**config.mk**
```make
export PLATFORM = sky130hd
export DESIGN_NAME = sipo_frame_ctrl
export DESIGN_NICKNAME = d
export VERILOG_FILES = /design/src/rtl/sipo_frame_ctrl.sv
export SDC_FILE = /design/constraint.sdc
export NUM_CORES = 1
export LEC_CHECK = 0
export ABC_AREA = 0
export BUFFER_PORTS_ARGS = -buffer_cell sky130_fd_sc_hd__buf_2
export CELL_PAD_IN_SITES_DETAIL_PLACEMENT = 1
export CELL_PAD_IN_SITES_GLOBAL_PLACEMENT = 2
export CORE_MARGIN = 8
export CORE_UTILIZATION = 31
export CTS_BUF_LIST = sky130_fd_sc_hd__clkbuf_4 sky130_fd_sc_hd__clkbuf_8 sky130_fd_sc_hd__clkbuf_16
export DETAILED_ROUTE_END_ITERATION = 16
export HOLD_SLACK_MARGIN = 0.06
export PLACE_DENSITY_LB_ADDON = 0.15
export SLEW_MARGIN = 20
export SYNTH_ARGS = -nofsm -noshare
export SYNTH_HDL_FRONTEND = slang
export SYNTH_SLANG_ARGS = --single-unit
```
**constraint.sdc**
```tcl
create_clock -name clk -period 2.1 [get_ports clk]
set_clock_uncertainty 0.15 [all_clocks]
set_input_delay 0.315 -clock clk [delete_from_list [all_inputs] [get_ports clk]]
set_output_delay 0.315 -clock clk [all_outputs]
set_load 0.01 [all_outputs]
```
**src/rtl/sipo_frame_ctrl.sv**
```systemverilog
// Receive-side frame controller: shifts a framed serial stream LSB-first into
// WIDTH-bit words and hands each word to a consumer over valid/ready.
module sipo_frame_ctrl #(
  parameter int WIDTH  = 4,
  parameter int WCNT_W = 4
) (
  input  logic              clk,
  input  logic              rst,
  input  logic              start,
  input  logic              abort,
  input  logic [WCNT_W-1:0] frame_words,
  input  logic              sin,
  input  logic              sin_valid,
  output logic              sin_ready,
  output logic [WIDTH-1:0]  pout,
  output logic              pout_valid,
  input  logic              pout_ready,
  output logic              busy,
  output logic              done
);

  localparam int BCW = $clog2(WIDTH);
  localparam logic [BCW-1:0] LAST_BIT = BCW'(WIDTH - 1);

  typedef enum logic {
    IDLE  = 1'b0,
    SHIFT = 1'b1
  } state_t;

  state_t            state;
  state_t            state_nxt;
  logic [WIDTH-1:0]  sreg;
  logic [WIDTH-1:0]  sreg_shift;
  logic [BCW-1:0]    bit_cnt;
  logic [WCNT_W-1:0] words_left;
  logic              go;
  logic              last_bit;
  logic              accept;
  logic              word_load;
  logic              frame_end;

  assign go         = (state == IDLE) && start && (frame_words != '0) && !abort;
  assign last_bit   = (bit_cnt == LAST_BIT);
  // abort cancels any bit offered in the same cycle, including a word's final bit
  assign accept     = sin_valid && sin_ready && !abort;
  assign word_load  = accept && last_bit;
  assign frame_end  = word_load && (words_left == WCNT_W'(1));
  assign sreg_shift = {sin, sreg[WIDTH-1:1]};

  // NOTE: sequential state uses non-blocking (<=) so every register samples pre-edge values.
  always_ff @(posedge clk or negedge rst) begin
    if (!rst) state <= IDLE;
    else      state <= state_nxt;
  end

  // NOTE: default assignment first, so no path leaves state_nxt unassigned (no latch).
  always_comb begin
    state_nxt = state;
    case (state)
      IDLE:    if (go) state_nxt = SHIFT;
      SHIFT:   if (abort || frame_end) state_nxt = IDLE;
      default: state_nxt = IDLE;
    endcase
  end

  always_comb begin
    busy      = (state == SHIFT);
    sin_ready = (state == SHIFT) && (!last_bit || !pout_valid || pout_ready);
  end

  always_ff @(posedge clk or negedge rst) begin
    if (!rst) begin
      sreg       <= '0;
      bit_cnt    <= '0;
      words_left <= '0;
      pout       <= '0;
      pout_valid <= 1'b0;
      done       <= 1'b0;
    end else begin
      done <= frame_end;

      if (go) begin
        sreg       <= '0;
        bit_cnt    <= '0;
        words_left <= frame_words;
      end else if ((state == SHIFT) && abort) begin
        sreg       <= '0;
        bit_cnt    <= '0;
        words_left <= '0;
      end else if (accept) begin
        sreg <= sreg_shift;
        if (last_bit) begin
          bit_cnt <= '0;
          if (words_left != '0) words_left <= words_left - WCNT_W'(1);
        end else begin
          bit_cnt <= bit_cnt + BCW'(1);
        end
      end

      // a word loading in the same cycle the old one is consumed keeps valid high
      if (word_load) begin
        pout       <= sreg_shift;
        pout_valid <= 1'b1;
      end else if (pout_ready) begin
        pout_valid <= 1'b0;
      end
    end
  end

endmodule

```
Word level (Yosys, flattened, before mapping)
Cells that the tools add are included.
- bits of input ports: 11
- latch bits: 0
- word-level logic and storage cells: 51
- memories kept: 0
- register bits after elaboration: 17
- output and inout port bits: 8
- memory bits (writable): 0
- ROM bits: 0
- order comparisons: 0
- equal/unequal tests: 2
- shift-type cells: 0
- reduce and logical (&&, ||, !) cells: 22
- multiplexer cells: 17
- $add $sub $neg: 2
- divide/modulo/power cells: 0
- $mul: 0
- bitwise logic cells: 1
- operators by type and width (cell ; count):
    4-bit two-way mux ; 8
    1-bit logical AND ; 9
    3-bit nonzero test ; 3
    2-bit two-way mux ; 4
    4-bit nonzero test ; 2
    4-bit by 1-bit equality test with 1-bit output (second input constant) ; 1
    1-bit two-way mux ; 4
    4-bit by 1-bit subtractor with 4-bit output (second input constant) ; 1
    1-bit logical NOT ; 3
    1-bit logical OR ; 3
    3-bit AND reduction ; 1
    2-bit by 1-bit adder with 2-bit output (second input constant) ; 1
    2-bit equality test (second input constant) ; 1
    1-bit one-hot mux with 2 select lines ; 1
    2-bit nonzero test ; 1
    1-bit inverter ; 1

Logic depth before layout (Yosys ltp)
Gate-level depths: netlist (run 1).
- depth after elaboration: 12
- depth in mapped cells: 5
- depth with buffers taken out: 5

Least setup slack after synthesis (run 1)
OpenSTA, ideal clock, no wires.
- kind: input-to-reg
- from: input port frame_words[0]
- to: register words_left[0]
- library setup time: 0.121 ns
- arrival: 1.488 ns
- path buffers: 1
- required time: 1.829 ns
- path slack: 0.341 ns
- stages: 5
- cell sequence: or4_4 -> a22o_1 -> buf_6 -> a21o_2 -> a2bb2oi_1
- cells in the longest elaborated chain, start to end: 5
- elaborated cells between the ends (all ways): 8
- classes of those cells: mux (1); reduce/logical (7)
- RTL lines (item ; RTL line ; text):
    from (decl) ; 11 ; input logic [WCNT_W-1:0] frame_words,
    4-bit nonzero test ; 42 ; assign go = (state == IDLE) && start && (frame_words != '0) && !abort;
    1-bit logical AND (2 in series) ; 42 ;
    3-bit nonzero test (no source line) ; -- ;
    3-bit AND reduction (no source line) ; -- ;
    to (signal assigned) ; 85 ; words_left <= frame_words;
    to (signal assigned) ; 94 ; if (words_left != '0) words_left <= words_left - WCNT_W'(1);
    to (decl) ; 35 ; logic [WCNT_W-1:0] words_left;
Parallel ways exist; a longest one is shown, timed or not.
A chain may end at the register's enable or synchronous reset.

Final worst setup path (run 1)
- from: register state (netlist: busy)
- to: register state (netlist: busy)
- cells in the longest elaborated chain, start to end: 8
- elaborated cells between the ends (all ways): 13
- classes of those cells: mux (3); bitwise (1); reduce/logical (9)
- RTL lines (item ; RTL line ; text):
    from (decl) ; 30 ; state_t state;
    from (signal assigned) ; 53 ; else state <= state_nxt;
    1-bit logical AND ; 68 ; sin_ready = (state == SHIFT) && (!last_bit || !pout_valid || pout_ready);
    1-bit logical AND (2 in series) ; 45 ; assign accept = sin_valid && sin_ready && !abort;
    1-bit logical AND ; 46 ; assign word_load = accept && last_bit;
    1-bit logical AND ; 47 ; assign frame_end = word_load && (words_left == WCNT_W'(1));
    via frame_end ; 40 ; logic frame_end;
    1-bit logical OR ; 61 ; SHIFT: if (abort || frame_end) state_nxt = IDLE;
    1-bit two-way mux ; 61 ;
    1-bit one-hot mux with 2 select lines ; 59 ; case (state)
    via state_nxt ; 31 ; state_t state_nxt;
The timed path passes the listed nets, and every way through them passes these cells.

==> reports/qor.csv, run 1 <==
metric,value,unit
status,completed,
synth.area.top_cells,"dfrtp_1 (49%), nand2_1 (8.8%), mux2i_1 (6.1%)",
crit_required,2.12,ns
synth_commonest_cells,"nand2_1 (19), dfrtp_1 (16), mux2i_1 (5), nor2_1 (5)",
syn_area,815,um^2
fin_ws,0.276,ns
synth_seq_cells,16,
switching_power,192,uW
overflow,0,
period_share,86.8,%
routed_wl,1840,um
cts_sinks,16,
gp_congestion,0.767,
hold_viol,0,
cts.htree.levels,1,
synthFlopType,dfrtp_1,
rows,18,
fp.coreArea,0.00248,mm^2
cpLargestDelayFamily,simple AND/OR/NAND/NOR gates,
cap_violations,0,
pwr-share-clk,24.2,%
post_cts_resized,0,
top_usage_layer,met2,
yosysTopAreaCellShare,49.2,%
antenna_found_initial,0,
crit_path_start_kind,register,
die_y,67.3,um
drive_gt1_share,25.5,%
grt_max_degree,17,
worst_slew_pin_slew,0.430,ns
die-area,0.00452,mm^2
syn_nets,94,
p_int,466,uW
grt_pass1_vias,717,
final_net_count,118,
place_ws,0.197,ns
async_reset_ff_share,100,%
power_frac_seq,55.1,%
crit_type,register to register,
finalCriticalPeriod,1.82,ns
synth.most_common_cell,nand2_1,
ioPinCount,19,
slew_violations,0,
clk_pin_slew,0.09,ns
initial_core_util,32.9,%
clock_latency,0.29,ns
drt_iter0_markers,18,
worst_path_most_repeated_cell,and3_1,
synthCells,80,
postRouteAntennaNets,0,
worstHoldPathType,input pin to register,
grt.total_usage,9.79,%
vias,654,
cts_tree,yes,
grt_util_met1,12.8,%
dr.pass1.iters,3,
synth-edff-count,0,
ys_seq_area_share,49.2,%
setup_violations,0,
use_met2,14.2,%
slowest_delay,0.50,ns
clockBufferDepth,2,
n_fill_cell,302,
clockRootBuffer,clkbuf_4,
grt_pass1_wl,3400,um
grt_util_met3,4.14,%
critPathBufInv,0,
syn2layout_area_growth,19.2,%
yosys_warnings,0,
drcViolationCount,0,
fmax,548,MHz
swShare,29.1,%
post-dp-hpwl,1410,um
hold_buffers,1,
post_cts_buffers,0,
powerDensity,678,mW/mm^2
diodes,0,
slew_headroom,71.4,%
power_frac_comb,20.7,%
viasPerCell,4.95,
numCtsBuffers,3,
io_buffers,18,
crit_slowest_cell,dfrtp_1,
fp.dieW,67.3,um
synth_top_cell_by_area,dfrtp_1,
path_cells,and3b_1 -> and3_1 -> and3_1 -> o21ai_0,
postSynthAreaPerCell,10.2,um^2
setup_tns,0,ns
p_leak,0.000542,uW
rsz0062_at_grt,false,
wl_per_cell,14.0,um
cp-end-kind,register,
yosysUniqueCellTypes,26,
crit_arrival,1.84,ns
ir_drop,0.330,mV
crit_path_max_fanout,11,
kinds of logic after synthesis:
kind of cell    count (synthesis)  synth area share (%)
simple gates                   36                  22.3
flops                          16                  49.2
compound gates                 14                  13.1
xor+xnor                        1                  1.08
buf+inv                         5                  3.69
fa+ha+maj                       3                  4.61
mux                             5                  6.14
registers in the layout, summed over array words and instances (netlist names):
signal,flops
pout,4
words_left,4
sreg,3
bit_cnt,2
busy,1
done,1
pout_valid,1
per-stage QoR:
step | instances | cell area [um^2] | util, % | hold slack (ns) | total power (uW)
final | 132 | 971 | 39.2 | 0.0966 | 658
after global routing | 132 | 971 | 39.2 | 0.0953 | 712
after CTS | 132 | 971 | 39.2 | 0.0881 | 673
after detailed placement | 128 | 938 | 37.9 | 0.104 | 507
after global placement | 128 | 938 | 37.9 | 0.0999 | 501
after floorplan | 80 | 815 | - | -0.131 | 456
area by class of cell:
cell class / count / area [um^2] / area share, %
Timing Repair Buffer: 21 / 115 / 11.9
Sequential cell: 16 / 400 / 41.2
Multi-Input combinational cell: 59 / 384 / 39.6
Tap cell: 30 / 37.5 / 3.87
Inverter: 3 / 11.3 / 1.16
Clock buffer: 3 / 22.5 / 2.32
worst paths after layout:
path / endpoint / start / slack (ns) / cells after the start
worst max-delay path: busy$_DFF_PN0_ / busy$_DFF_PN0_ / 0.28 / 4
worst min-delay path: pout[3]$_DFFE_PN0P_ / sin / 0.1 / 3
worst max register to register: busy$_DFF_PN0_ / busy$_DFF_PN0_ / 0.28 / 4
worst min register to register: pout[1]$_DFFE_PN0P_ / pout[1]$_DFFE_PN0P_ / 0.32 / 2
max in group asynchronous: sreg[2]$_DFFE_PN0P_ / rst / 1.20 / 2
min in group asynchronous: done$_DFF_PN0_ / rst / 0.32 / 2
power by group through the flow:
stage	sequential, uW	clock [uW]	combinational, uW
floorplan	362	0	93.4
global placement	368	0	133
detailed placement	369	0	138
CTS	363	170	140
global route	367	183	162
finish	362	159	136
metal layers:
layer | share of wire (%) | wire, um | vias to the layer above
met3 | 6.4 | 118 | 2
met1 | 50 | 927 | 313
met2 | 43 | 785 | 14
met4 | 0.54 | 10 | 0
li1 | - | - | 325
met5 | 0 | 0 | -
worst reg2reg max path, cell delays in order, from the launching register on:
cell and delay (ns):
dfrtp_1 0.50, and3b_1 0.25, and3_1 0.44, and3_1 0.26, o21ai_0 0.10
layout by cell type (no fill, tap or decap), types with 3 or more instances in the layout:
cell and instances:
ha_1 3, nor2_1 5, dfrtp_1 16, a211oi_1 3, a31o_1 3, inv_1 3
clkbuf_4 3, mux2i_1 5, nand2_1 19, buf_2 18
Note: power is estimated with default switching activity, not from simulation.
==> inputs of run 2 (changes only) <==
Settings changed: PLACE_DENSITY_LB_ADDON 0.15 to 0.1.
==> run 2 against run 1 <==
  * Sequential power about the same
  * Via count decreased by 0.61%
  * Highest routed layer unchanged
  * Die area unchanged
  * Cell count unchanged
==> reports/qor.csv, run 2 (synthesis results as in run 1) <==
metric,value,unit,change
hold_viol,0,,unchanged
vias,650,,-0.61%
final_net_count,118,,unchanged
grt.total_usage,9.80,%,+0.010 points
slowest_delay,0.48,ns,-0.02 ns
grt_pass1_wl,3390,um,-0.21%
crit_type,register to register,,
clockBufferDepth,2,,unchanged
dr.pass1.iters,2,,-1
final_common_cell,nand2_1,,
rsz0062_at_grt,false,,
placed_area,938,um^2,unchanged
antenna_found_initial,0,,unchanged
clk_pin_slew,0.10,ns,about the same
ir_drop,0.306,mV,-7.2%
status,completed,,
post_cts_resized,0,,unchanged
crit_slowest_cell,dfrtp_1,,
place_ws,0.162,ns,-0.0352 ns
overflow,0,,unchanged
fmax,561,MHz,+2.3%
powerDensity,676,mW/mm^2,-0.20%
slew_headroom,72.4,%,+1.1 points
p_leak,0.000542,uW,unchanged
post-dp-hpwl,1490,um,+5.7%
layout_common_cells,"nand2_1 (19), buf_2 (18), dfrtp_1 (16), nor2_1 (5), mux2i_1 (5)",,
hold_start,sin,,
drt_iter0_markers,28,,+10
wl_per_cell,14.3,um,+2.4%
fin_ws,0.317,ns,+0.0407 ns
fp.dieW,67.3,um,unchanged
path_cells,and3b_1 -> and3_1 -> and3_1 -> o21ai_0,,
worst_slew_pin_slew,0.413,ns,-0.0162 ns
drive_gt1_share,25.5,%,unchanged
setup_violations,0,,unchanged
io_buffers,18,,unchanged
numCtsBuffers,3,,unchanged
dp.cells,128,,unchanged
cts_sinks,16,,unchanged
viasPerCell,4.92,,-0.61%
crit_path_max_fanout,11,,unchanged
period_share,84.9,%,-1.9 points
routed_wl,1890,um,+2.4%
top_regs,"pout x4, words_left x4, sreg x3",,
cap_violations,0,,unchanged
die-area,0.00452,mm^2,unchanged
fp.coreArea,0.00248,mm^2,unchanged
postRouteAntennaNets,0,,unchanged
utilization,39.2,%,unchanged
crit_path_start_kind,register,,
n_fill_cell,299,,-0.99%
syn2layout_area_growth,19.2,%,unchanged
rows,18,,unchanged
slew_violations,0,,unchanged
crit_arrival,1.81,ns,-0.03 ns
die_y,67.3,um,unchanged
crit_required,2.12,ns,about the same
drcViolationCount,0,,unchanged
cts_tree,yes,,
cts.htree.levels,1,,unchanged
worstHoldPathType,input pin to register,,
initial_core_util,32.9,%,unchanged
gp_congestion,0.727,,-5.3%
ioPinCount,19,,unchanged
setup_tns,0,ns,unchanged
clock_latency,0.28,ns,about the same
crit_start,busy$_DFF_PN0_,,
worst_path_most_repeated_cell,and3_1,,
clockRootBuffer,clkbuf_4,,
finalCriticalPeriod,1.78,ns,-0.0407 ns
grt_pass1_vias,705,,-1.7%
final_cells,132,,unchanged
r2r-start,busy$_DFF_PN0_,,
diodes,0,,unchanged
grt_max_degree,17,,unchanged
final_area,971,um^2,unchanged
cp-end-kind,register,,
run 2: cell counts in the layout (fill, tap and decap cells not counted):
No cell type changed its count.
run 2: through the flow:
step	hold WS [ns]	power, uW
3_5_place_dp	0.109	506
4_1_cts	0.0941	667
6_report	0.0977	657
5_1_grt	0.0991	705
3_3_place_gp	0.112	503
2_1_floorplan	-0.131	456
run 2: final cells by class:
type,instances,area (um^2),area share [%]
clock buffers,3,22.5,2.32
inverters,3,11.3,1.16
multi-input cells,59,384,39.6
flip-flops and latches,16,400,41.2
well taps,30,37.5,3.87
repair buffers,21,115,11.9
run 2: worst max-delay path, delay by kind of cell, from the launching register on:
kind | cells | cell delay [ns]
AO/OA/AOI/OAI | 1 | 0.08
flip-flops | 1 | 0.48
AND/OR/NAND/NOR | 3 | 0.95
run 2: report_power, final:
group | total [uW] | switching (uW) | internal (uW)
Sequential | 363 | 29.3 | 333
Clock | 159 | 92.7 | 66.4
Combinational | 135 | 69.2 | 65.6
run 2: metal layers:
layer | up-vias | GRT usage, % | wire, um
met3 | 2 | 3.15 | 145
met2 | 15 | 14.5 | 759
li1 | 325 | - | -
met5 | - | 0 | 0
met1 | 308 | 13.3 | 972
met4 | 0 | 3.13 | 8
run 2: worst paths after layout:
check	to	slack (ns)	cells past startpoint
max	busy$_DFF_PN0_	0.32	4
min	pout[3]$_DFFE_PN0P_	0.1	3
max reg2reg	busy$_DFF_PN0_	0.32	4
min reg2reg	pout[1]$_DFFE_PN0P_	0.33	2
max in group asynchronous	bit_cnt[0]$_DFFE_PN0P_	1.20	2
min in group asynchronous	busy$_DFF_PN0_	0.32	2
run 2: repair_timing:
action / CTS / global route
buffers inserted: 0 / 0
setup endpoints to repair: 0 / 0
hold buffers: 1 / 0
endpoints found under the hold margin: 16 / 0
==> inputs of run 3 (changes only) <==
Clock period 2.1 ns to 1.8 ns, I/O delays scaled along.
==> run 3 against run 2 <==
  * Sequential cell count unchanged
  * Largest cell class unchanged
  * Via count is 3.1% higher
  * Global-route usage decreased by 0.14 points
  * Clock power rose by 19%
  * Register-to-register slack worse by 0.13 ns
  * Core utilization is 1.6 points higher
  * Cell count increased by 3.8%
  * Wire length grew 2.5%
  * Count of clock-buffer cells in the layout did not move
  * Critical path depth unchanged
  * Die area is the same
==> reports/qor.csv, run 3 (synthesis results as in run 1) <==
metric,value,unit,change
post-dp-hpwl,1510,um,+1.1%
grt_pass1_wl,3450,um,+1.6%
crit_arrival,1.26,ns,-0.55 ns
final_net_count,123,,+4.2%
top_regs,"pout x4, words_left x4, sreg x3",,
clockBufferDepth,2,,unchanged
drive_gt1_share,28.0,%,+2.5 points
path_cells,ha_1 -> inv_1 -> o21a_1 -> buf_2,,
routed_wl,1930,um,+2.5%
place_ws,-0.106,ns,-0.269 ns
setup_violations,0,,unchanged
crit_type,register to output port,,
gp_congestion,0.722,,-0.67%
numCtsBuffers,3,,unchanged
swShare,29.2,%,+0.14 points
die-area,0.00452,mm^2,unchanged
postRouteAntennaNets,0,,unchanged
die_y,67.3,um,unchanged
grt_max_degree,17,,unchanged
layout_common_cells,"nand2_1 (19), buf_2 (18), dfrtp_1 (16), buf_4 (6)",,
whs,0.0885,ns,-0.00913 ns
worst_slew_pin_slew,0.372,ns,-0.0413 ns
pwr-share-clk,24.2,%,about the same
ir_drop,0.444,mV,+45%
grt_pass1_vias,770,,+9.2%
cts_tree,yes,,
placed_area,968,um^2,+3.2%
cpLargestDelayFamily,flip-flops,,
cts.htree.levels,1,,unchanged
dr.pass1.iters,2,,unchanged
powerDensity,771,mW/mm^2,+14%
cts_sinks,16,,unchanged
status,completed,,
fp.coreArea,0.00248,mm^2,unchanged
slew_headroom,75.2,%,+2.8 points
crit_slowest_cell,dfrtp_1,,
cap_violations,0,,unchanged
fp.dieW,67.3,um,unchanged
crit_path_start_kind,register,,
io_buffers,18,,unchanged
slew_violations,0,,unchanged
clk_pin_slew,0.09,ns,about the same
rsz0062_at_grt,false,,
diodes,0,,unchanged
fin_ws,0.115,ns,-0.202 ns
clockRootBuffer,clkbuf_4,,
cp-end-kind,output port,,
crit_required,1.38,ns,-0.74 ns
initial_core_util,32.9,%,unchanged
ioPinCount,19,,unchanged
hold_viol,0,,unchanged
final_common_cell,nand2_1,,
worstHoldPathType,input pin to register,,
fmax,594,MHz,
wl_per_cell,14.1,um,-1.2%
crit_path_max_fanout,4,,-7
overflow,0,,unchanged
critPathBufInv,2,,+2
antenna_found_initial,0,,unchanged
slowest_delay,0.39,ns,-0.09 ns
post_cts_buffers,0,,unchanged
vias,670,,+3.1%
n_fill_cell,299,,unchanged
power_frac_comb,22.1,%,+1.6 points
switching_power,228,uW,+19%
rows,18,,unchanged
drt_iter0_markers,24,,-14%
final_area,0.00101,mm^2,+4.1%
drcViolationCount,0,,unchanged
period_share,93.6,%,
power_frac_seq,53.7,%,-1.5 points
grt.total_usage,9.66,%,-0.14 points
finalCriticalPeriod,1.68,ns,
viasPerCell,4.89,,-0.69%
utilization,40.8,%,+1.6 points
clock_latency,0.28,ns,about the same
syn2layout_area_growth,24.1,%,
p_leak,0.000567,uW,+4.6%
p_int,551,uW,+18%
run 3: cell count changes in the layout (fill, tap and decap cells not counted), sizes merged:
cell	previous run	this run
dlygate4sd3	1	2
buf	20	24
run 3: power groups by stage:
stage / logic (uW) / clock network [uW] / registers (uW)
2_1_floorplan: 109 / 0 / 423
3_3_place_gp: 169 / 0 / 424
3_5_place_dp: 172 / 0 / 426
4_1_cts: 177 / 199 / 419
5_1_grt: 197 / 206 / 425
6_report: 172 / 189 / 418
run 3: worst paths after layout:
check                      cells after the start              startpoint  slack (ns)                   endpoint
max in group asynchronous                      2                     rst        0.95  words_left[1]$_DFFE_PN0P_
max reg2reg                                    4  bit_cnt[0]$_DFFE_PN0P_        0.19  words_left[3]$_DFFE_PN0P_
min in group asynchronous                      2                     rst        0.28     pout_valid$_DFFE_PN0P_
min reg2reg                                    2     sreg[1]$_DFFE_PN0P_        0.33        pout[0]$_DFFE_PN0P_
max                                            4  bit_cnt[0]$_DFFE_PN0P_        0.12                  sin_ready
min                                            3          frame_words[0]        0.09  words_left[0]$_DFFE_PN0P_
run 3: worst reg2reg max path: cells and delay by family (launching register included):
family / cells / cell delay, ns
and+or+nand+nor: 1 / 0.24
DFF: 1 / 0.41
adders and majority gates: 1 / 0.25
AOI/OAI and AO/OA: 2 / 0.48
run 3: metrics by stage:
step | cells | total power [uW] | TNS [ns]
after floorplan | 80 | 532 | 0
after global placement | 132 | 593 | -0.0400
after CTS | 137 | 795 | 0
after detailed placement | 132 | 598 | -0.148
final | 137 | 779 | 0
after global routing | 137 | 829 | 0
run 3: routing by layer:
| metal | GRT usage [%] | up-vias | wire length (um) |
|---|---|---|---|
| met2 | 16.0 | 13 | 837 |
| met1 | 11.5 | 324 | 945 |
| met4 | 3.92 | 0 | 8 |
| met5 | 0 | - | 0 |
| met3 | 2.81 | 2 | 142 |
| li1 | - | 331 | - |
run 3: final cells by class:
class	instances	area, um^2	area share, %
inverters	3	11.3	1.11
flip-flops and latches	16	400	39.6
repair buffers	26	155	15.3
clock buffers	3	22.5	2.23
multi-input cells	59	384	38.0
well taps	30	37.5	3.71
run 3: timing repair:
action | 4_1_cts | 5_1_grt
gates resized for setup | 0 | 0
endpoints found under the setup margin | 0 | 0
endpoints found under the hold margin | 17 | 0
hold buffers | 2 | 0
